### src/rtl/ysyx_22040237_ifu_pkg.sv
// Shared definitions for the instruction fetch unit: FSM encoding, reset PC,
// PC increment and the nop presented before the first fetch.
package ysyx_22040237_ifu_pkg;

  typedef enum logic [1:0] {
    IDLE = 2'd0,
    REQ  = 2'd1,
    WAIT = 2'd2,
    HOLD = 2'd3
  } ifu_state_e;

  localparam logic [63:0] IFU_RESET_PC = 64'h0000_0000_8000_0000;
  localparam logic [63:0] IFU_PC_STEP  = 64'd4;
  localparam logic [31:0] IFU_NOP      = 32'h0000_0013;

  // Word-aligns a jump target; all 64 bits are referenced on purpose.
  function automatic logic [63:0] align_pc(input logic [63:0] addr);
    return addr & ~64'h3;
  endfunction

endpackage

### src/rtl/ysyx_22040237_ifu.sv
// Instruction fetch unit: one outstanding word fetch, redirect with stale-response drop.
// Optional YSYX_22040237_IFU_MISALIGN_CHECK_EN adds a sticky misaligned-redirect trap.
module ysyx_22040237_ifu
  import ysyx_22040237_ifu_pkg::*;
#(
  parameter logic [63:0] RESET_PC = IFU_RESET_PC,
  parameter logic [63:0] PC_STEP  = IFU_PC_STEP
) (
  input  logic        clk,
  input  logic        rst_n,
  input  logic        redirect_valid,
  input  logic [63:0] redirect_pc,
  output logic        imem_req_valid,
  input  logic        imem_req_ready,
  output logic [63:0] imem_req_addr,
  input  logic        imem_resp_valid,
  input  logic [31:0] imem_resp_data,
`ifdef YSYX_22040237_IFU_MISALIGN_CHECK_EN
  output logic        misalign_err,
`endif
  output logic        inst_valid,
  input  logic        inst_ready,
  output logic [63:0] pc,
  output logic [31:0] inst
);

  ifu_state_e  state_reg;
  logic [63:0] fetch_pc_reg;
  logic        drop_reg;
  logic        req_valid_reg;
  logic [63:0] req_addr_reg;
  logic        inst_valid_reg;
  logic [63:0] pc_reg;
  logic [31:0] inst_reg;

  logic [63:0] redirect_target;
  logic [63:0] seq_pc;
  logic [63:0] hold_next_pc;
  logic        halt;
  logic        misalign_trap;

`ifdef YSYX_22040237_IFU_MISALIGN_CHECK_EN
  logic misalign_err_reg;
  assign redirect_target = redirect_pc;
  assign halt            = misalign_err_reg;
  assign misalign_trap   = redirect_valid && (redirect_pc[1:0] != 2'b00) && (state_reg != IDLE);
  assign misalign_err    = misalign_err_reg;
`else
  assign redirect_target = align_pc(redirect_pc);
  assign halt            = 1'b0;
  assign misalign_trap   = 1'b0;
`endif

  assign seq_pc       = fetch_pc_reg + PC_STEP;
  assign hold_next_pc = redirect_valid ? redirect_target : seq_pc;

  always_ff @(posedge clk or negedge rst_n) begin
    if (!rst_n) begin
      state_reg      <= IDLE;
      fetch_pc_reg   <= RESET_PC;
      drop_reg       <= 1'b0;
      req_valid_reg  <= 1'b0;
      req_addr_reg   <= RESET_PC;
      inst_valid_reg <= 1'b0;
      pc_reg         <= RESET_PC;
      inst_reg       <= IFU_NOP;
`ifdef YSYX_22040237_IFU_MISALIGN_CHECK_EN
      misalign_err_reg <= 1'b0;
`endif
    end else begin
      unique case (state_reg)
        IDLE: begin
          if (!halt) begin
            state_reg     <= REQ;
            req_valid_reg <= 1'b1;
            req_addr_reg  <= fetch_pc_reg;
          end
        end
        REQ: begin
          if (redirect_valid) begin
            fetch_pc_reg <= redirect_target;
            if (imem_req_ready) begin
              // The old address is already in flight; its response must be dropped.
              state_reg     <= WAIT;
              req_valid_reg <= 1'b0;
              drop_reg      <= 1'b1;
            end else begin
              req_addr_reg <= redirect_target;
            end
          end else if (imem_req_ready) begin
            state_reg     <= WAIT;
            req_valid_reg <= 1'b0;
          end
        end
        WAIT: begin
          if (imem_resp_valid) begin
            if (redirect_valid || drop_reg) begin
              drop_reg      <= 1'b0;
              state_reg     <= REQ;
              req_valid_reg <= 1'b1;
              req_addr_reg  <= redirect_valid ? redirect_target : fetch_pc_reg;
              if (redirect_valid) begin
                fetch_pc_reg <= redirect_target;
              end
            end else begin
              inst_reg       <= imem_resp_data;
              pc_reg         <= fetch_pc_reg;
              inst_valid_reg <= 1'b1;
              state_reg      <= HOLD;
            end
          end else if (redirect_valid) begin
            fetch_pc_reg <= redirect_target;
            drop_reg     <= 1'b1;
          end
        end
        HOLD: begin
          if (redirect_valid || inst_ready) begin
            fetch_pc_reg   <= hold_next_pc;
            inst_valid_reg <= 1'b0;
            state_reg      <= REQ;
            req_valid_reg  <= 1'b1;
            req_addr_reg   <= hold_next_pc;
          end
        end
      endcase

`ifdef YSYX_22040237_IFU_MISALIGN_CHECK_EN
      // A misaligned jump parks the fetcher for good; only reset recovers it.
      if (misalign_trap) begin
        misalign_err_reg <= 1'b1;
        state_reg        <= IDLE;
        req_valid_reg    <= 1'b0;
        inst_valid_reg   <= 1'b0;
        drop_reg         <= 1'b0;
      end
`else
      if (misalign_trap) begin
        state_reg <= IDLE;
      end
`endif
    end
  end

  assign imem_req_valid = req_valid_reg;
  assign imem_req_addr  = req_addr_reg;
  assign inst_valid     = inst_valid_reg;
  assign pc             = pc_reg;
  assign inst           = inst_reg;

endmodule

### config.mk
export PLATFORM = sky130hd
export DESIGN_NAME = ysyx_22040237_ifu
export DESIGN_NICKNAME = d
export VERILOG_FILES = /design/src/rtl/ysyx_22040237_ifu_pkg.sv /design/src/rtl/ysyx_22040237_ifu.sv
export SDC_FILE = /design/constraint.sdc
export NUM_CORES = 1
export LEC_CHECK = 0
export CORE_AREA = 2 2 219 167
export CTS_CLUSTER_SIZE = 16
export DETAILED_ROUTE_END_ITERATION = 12
export DIE_AREA = 0 0 221 169
export REMOVE_ABC_BUFFERS = 1
export SLEW_MARGIN = 5
export SYNTH_ARGS = -nofsm -noshare
export SYNTH_HDL_FRONTEND = slang
export SYNTH_SLANG_ARGS = --single-unit
### constraint.sdc
create_clock -name clk -period 3.4 [get_ports clk]
set_clock_uncertainty 0.1 [all_clocks]
set_input_delay 0.68 -clock clk [delete_from_list [all_inputs] [get_ports clk]]
set_output_delay 0.68 -clock clk [all_outputs]
set_load 0.02 [all_outputs]
# ---- Word level (Yosys, flattened, before mapping)
# Cells that the tools add are included.
dict set report word_totals {
  reg_bits 229
  input_bits 102
  output_inout_bits 162
}
dict set report classes {
  n_addsub 1
  n_eq_ne 12
  muxes 30
  n_bitwise 1
  reduce_logical 13
}
# cell n
set op_table {}
lappend op_table {{two-way mux 64 bit} 8}
lappend op_table {{case mux 64 bit (4 select lines)} 1}
lappend op_table {{case mux 64 bit (3 select lines)} 1}
lappend op_table {{adder 64 x 3 -> 64 bit, second input constant} 1}
lappend op_table {{!= test 2 bit, second input constant} 7}
lappend op_table {{two-way mux 1 bit} 12}
lappend op_table {{AND reduction 5 bit} 2}
lappend op_table {{AND reduction 3 bit} 3}
lappend op_table {{two-way mux 2 bit} 4}
lappend op_table {{case mux 2 bit (4 select lines)} 1}
lappend op_table {{AND reduction 4 bit} 2}
lappend op_table {{!= test 3 bit, second input constant} 2}
lappend op_table {{== test 2 bit, second input constant} 2}
lappend op_table {{case mux 1 bit (2 select lines)} 2}
lappend op_table {{case mux 1 bit (4 select lines)} 1}
lappend op_table {{nonzero test 2 bit} 2}
lappend op_table {{nonzero test 3 bit} 1}
lappend op_table {{== test 2 x 1 -> 1 bit, second input constant} 1}
lappend op_table {{logical NOT 2 bit} 1}
lappend op_table {{logical OR 1 bit} 2}
lappend op_table {{NOT 1 bit} 1}

# ---- Longest topological paths before layout
dict set report logic_depth {
  depth_word 4
  ltp_mapped 10
}

# ---- Worst setup path after synthesis
# OpenSTA, ideal clock, no wires.
dict set report synth_path {
  path_kind {input port to flip-flop}
  startpoint {input redirect_valid}
  endpoint {register pc_reg[23] (netlist: pc[23])}
  arrival_ns 2.223
  required_ns 3.175
  setup_slack_ns 0.952
  cell_stages 6
  cell_sequence {buf_2 nor4bb_1 clkbuf_1 clkbuf_1 buf_2 mux2_2}
}
dict set report synth_between {
  elab_chain_len 3
}
# element line
set synth_lines {}
lappend synth_lines {{from (decl)} ysyx_22040237_ifu.sv:11} ;# input logic redirect_valid,
lappend synth_lines {{logical OR 1 bit} ysyx_22040237_ifu.sv:97} ;# if (redirect_valid || drop_reg) begin
lappend synth_lines {{NOT 1 bit (no line)} n/a}
lappend synth_lines {{AND reduction 3 bit (no line)} n/a}
lappend synth_lines {{to (signal assigned)} ysyx_22040237_ifu.sv:107} ;# pc_reg <= fetch_pc_reg;
lappend synth_lines {{to (decl)} ysyx_22040237_ifu.sv:33} ;# logic [63:0] pc_reg;
# No other way between the ends.
# A chain may end at the register's enable or synchronous reset.

# ---- Worst setup path after layout
dict set report layout_path {
  startpoint {register state_reg[0]}
  endpoint {register req_addr_reg[61] (netlist: imem_req_addr[61])}
}
dict set report layout_between {
  elab_chain_len 3
  word_cells_on_any_way 11
  classes_between {8 x eq/ne; 1 x mux; 2 x reduce/logical}
}
# element line
set layout_lines {}
lappend layout_lines {{from (decl)} ysyx_22040237_ifu.sv:27} ;# ifu_state_e state_reg;
lappend layout_lines {{from (signal assigned)} ysyx_22040237_ifu.sv:59} ;# state_reg <= IDLE;
lappend layout_lines {{from (signal assigned)} ysyx_22040237_ifu.sv:74} ;# state_reg <= REQ;
lappend layout_lines {{from (signal assigned)} ysyx_22040237_ifu.sv:84} ;# state_reg <= WAIT;
lappend layout_lines {{== test 2 x 1 -> 1 bit / == test 2 bit (equally long branches)} ysyx_22040237_ifu.sv:71} ;# unique case (state_reg)
lappend layout_lines {{!= test 2 bit (no line)} n/a}
lappend layout_lines {{AND reduction 5 bit (no line)} n/a}
lappend layout_lines {{to (signal assigned)} ysyx_22040237_ifu.sv:76} ;# req_addr_reg <= fetch_pc_reg;
lappend layout_lines {{to (signal assigned)} ysyx_22040237_ifu.sv:88} ;# req_addr_reg <= redirect_target;
lappend layout_lines {{to (signal assigned)} ysyx_22040237_ifu.sv:101} ;# req_addr_reg <= redirect_valid ? redirect_target : fetch_pc_reg;
lappend layout_lines {{to (decl)} ysyx_22040237_ifu.sv:31} ;# logic [63:0] req_addr_reg;
# Several ways; a longest one is shown, not always the timed one.

==> impl_metrics.json <==
{
  "grt_pass1_wl_um": 80700,
  "cts.repair.resized": 0,
  "reg2reg_slack_ns": 0.36,
  "synth-edff-count": 0,
  "r2r_cells": 6,
  "initial_utilization_pct": 39.5,
  "internal_power_mw": 9.95,
  "wl_um": 52500,
  "hold_class": "flop to flop",
  "drc": 0,
  "numCtsBuffers": 27,
  "tns_ns": 0,
  "fillers": 3280,
  "min_period_ns": 3.04,
  "synth.ff_latch_count": 229,
  "antenna_found_initial": 7,
  "dp_hpwl_um": 37200,
  "final_common_cell": "clkdlybuf4s50_1",
  "final.setup.worst_slack_ns": 0.365,
  "clk_pin_slew_ns": 0.06,
  "maxCapViolations": 0,
  "place_ws_ns": 0.120,
  "cp-start-kind": "flop",
  "synthTopCellsByArea": "dfrtp_1, mux2_2, a21oi_1",
  "area_growth_syn_to_layout_pct": 30.0,
  "finalSetupViolCount": 0,
  "wl_per_cell_um": 23.5,
  "cts_tree": "yes",
  "io_pins": 264,
  "postLayoutCoreUtil_pct": 51.3,
  "grt_usage_pct": 27.4,
  "grt_start_max_net_pins": 75,
  "switchingPower_mw": 8.40,
  "clk-insertion-delay-late_ns": 0.56,
  "min_from": "imem_req_addr[0]",
  "postPlaceCellArea_um2": 17200,
  "synth_cells": 1530,
  "gp_congestion": 0.935,
  "die_area_um2": 37300,
  "via_count": 13800,
  "worstSetupPathType": "flop to flop",
  "vias_per_cell": 6.17,
  "drtPass1Iterations": 6,
  "holdPathEnd": "imem_req_addr[0]",
  "regToRegEndpoint": "imem_req_addr[61]",
  "drive_gt1_share_pct": 16.3,
  "netlist.area_leader.share_pct": 40.0,
  "arrival_ns": 3.31,
  "grt_overflow": 0,
  "synth_area_leader_cell": "dfrtp_1",
  "required_ns": 3.68,
  "maxSlewViolCount": 0,
  "design.core.area_um2": 35400,
  "worstMarginPinSlew_ns": 1.24,
  "seq_area_frac_synth_pct": 41.1,
  "synthArstFlopShare_pct": 100,
  "p_clk_share_pct": 16.0,
  "syn_area_um2": 14000,
  "synth_warnings": 0,
  "p_per_area_nw_per_um2": 1010,
  "fmax_mhz": 329,
  "power_frac_seq_pct": 30.0,
  "die_x_um": 221,
  "fin_area_um2": 18100,
  "nets": 1850,
  "ant_nets": 0,
  "synth_ff_type": "dfrtp_1",
  "drtIter0Drc": 1653,
  "rows": 60,
  "final_cell_mix": "clkdlybuf4s50_1, dfrtp_1, nand2_1",
  "critPathMaxFanout": 20,
  "register_area_um2": 5740,
  "root_buffer": "clkbuf_16",
  "hold_violations": 0,
  "synth_cell_types": 71,
  "p_leak_nw": 7.42,
  "status": "completed",
  "critPathCaptureType": "flop",
  "port_buffers": 261,
  "grt_pass1_vias": 12900,
  "clock_path_buffers": 3,
  "fin_crit_sh_pct": 89.3,
  "relSlewSlack_pct": 16.5,
  "rsz0062_at_grt": "false",
  "cts.sink_count": 229,
  "whs_path_depth": 2,
  "p_sw_share_pct": 45.8,
  "combPwrFrac_pct": 54.1,
  "synth.avg_cell_area_um2": 9.12,
  "cts.htree.levels": 1,
  "r2r-start": "state_reg[0]",
  "die_h_um": 169,
  "multi_input_comb_area_um2": 7440,
  "ir_drop_v": 0.000476
}
cells in the mapped netlist (7+ instances only):
library cell	n
nand3_1	52
a31oi_1	25
mux2_2	115
nor2b_1	8
mux2i_1	38
o21ai_0	104
buf_4	12
nand4_1	48
nor3_1	34
o31ai_1	10
nor2_1	80
a22oi_1	24
and4_1	16
nand2_1	137
a221o_1	8
a31o_2	11
and3_1	17
inv_1	24
nand2b_1	11
or3_1	16
nor4_1	13
and2_1	7
buf_2	34
buf_1	14
xnor2_1	24
o22ai_1	53
a21o_1	14
xor2_1	7
clkbuf_1	103
a21oi_1	108
a221oi_1	41
dfrtp_1	223
layer usage:
layer  vias to the layer above  GRT usage (%)  wire, µm  share of wire [%]
met5                         -              0        28              0.053
met4                         4           6.74      1230                2.3
met3                        88           5.69      4830                9.2
met2                       712           39.0     21900                 42
met1                      6791           42.0     24500                 47
li1                       6166              -         -                  -
how the worst max path moves through the flow:
| stage | startpoint | to | slack [ns] |
|---|---|---|---|
| 3_5_place_dp | inst_ready | imem_req_addr[61] | 0.12 |
| 6_report | state_reg[0] | imem_req_addr[61] | 0.36 |
| 3_3_place_gp | inst_ready | imem_req_addr[48] | 0.08 |
| 4_1_cts | state_reg[0] | imem_req_addr[61] | 0.44 |
| 5_1_grt | state_reg[0] | imem_req_addr[54] | 0.25 |
| 2_1_floorplan | state_reg[0] | fetch_pc_reg[47] | -19.36 |
cell type report:
type                            instances  area share (%)
Sequential cell                       229            31.6
Multi-Input combinational cell       1111            41.0
Tap cell                              465            3.21
Clock inverter                          8           0.524
Inverter                               26           0.538
Timing Repair Buffer                  347            18.7
Clock buffer                           39            4.30
Antenna cell                            5          0.0690
timing repair:
| item | in CTS | in global routing |
|---|---|---|
| buffers inserted | 0 | 0 |
| endpoints found under the hold margin | 32 | 0 |
| hold buffers | 1 | 0 |
per-stage QoR:
| stage | hold WS [ns] | power, mW | cells |
|---|---|---|---|
| 2_1_floorplan | 0.284 | 10.6 | 1366 |
| 3_3_place_gp | 0.373 | 15.1 | 2177 |
| 3_5_place_dp | 0.370 | 15.3 | 2177 |
| 4_1_cts | 0.383 | 18.3 | 2225 |
| 5_1_grt | 0.416 | 19.5 | 2228 |
| 6_report | 0.382 | 18.3 | 2230 |
power groups by stage:
stage / Sequential, mW / Combinational, mW / Clock, mW
final: 5.50 / 9.92 / 2.93
after CTS: 5.47 / 9.81 / 2.98
after floorplan: 6.04 / 4.57 / 0
after detailed placement: 5.50 / 9.77 / 0
after global routing: 5.69 / 10.7 / 3.10
after global placement: 5.47 / 9.62 / 0
kinds of logic after synthesis:
| logic type | after synthesis | share of synthesized area, % |
|---|---|---|
| and+or+nand+nor | 463 | 17.3 |
| muxes | 154 | 12.1 |
| buffers and inverters | 190 | 5.77 |
| AOI/OAI and AO/OA | 457 | 21.3 |
| xor gates and xnor gates | 31 | 1.95 |
| DFF | 229 | 41.1 |
| adders and majority gates | 6 | 0.538 |
critical path, cell delays in order (launching register included):
cell	delay, ns
dfrtp_1	0.42
ha_2	0.41
nand2b_1	0.15
a21oi_1	0.16
a211o_2	0.46
nor3_1	0.97
a31oi_1	0.19
Note: power is estimated with default switching activity, not from simulation.
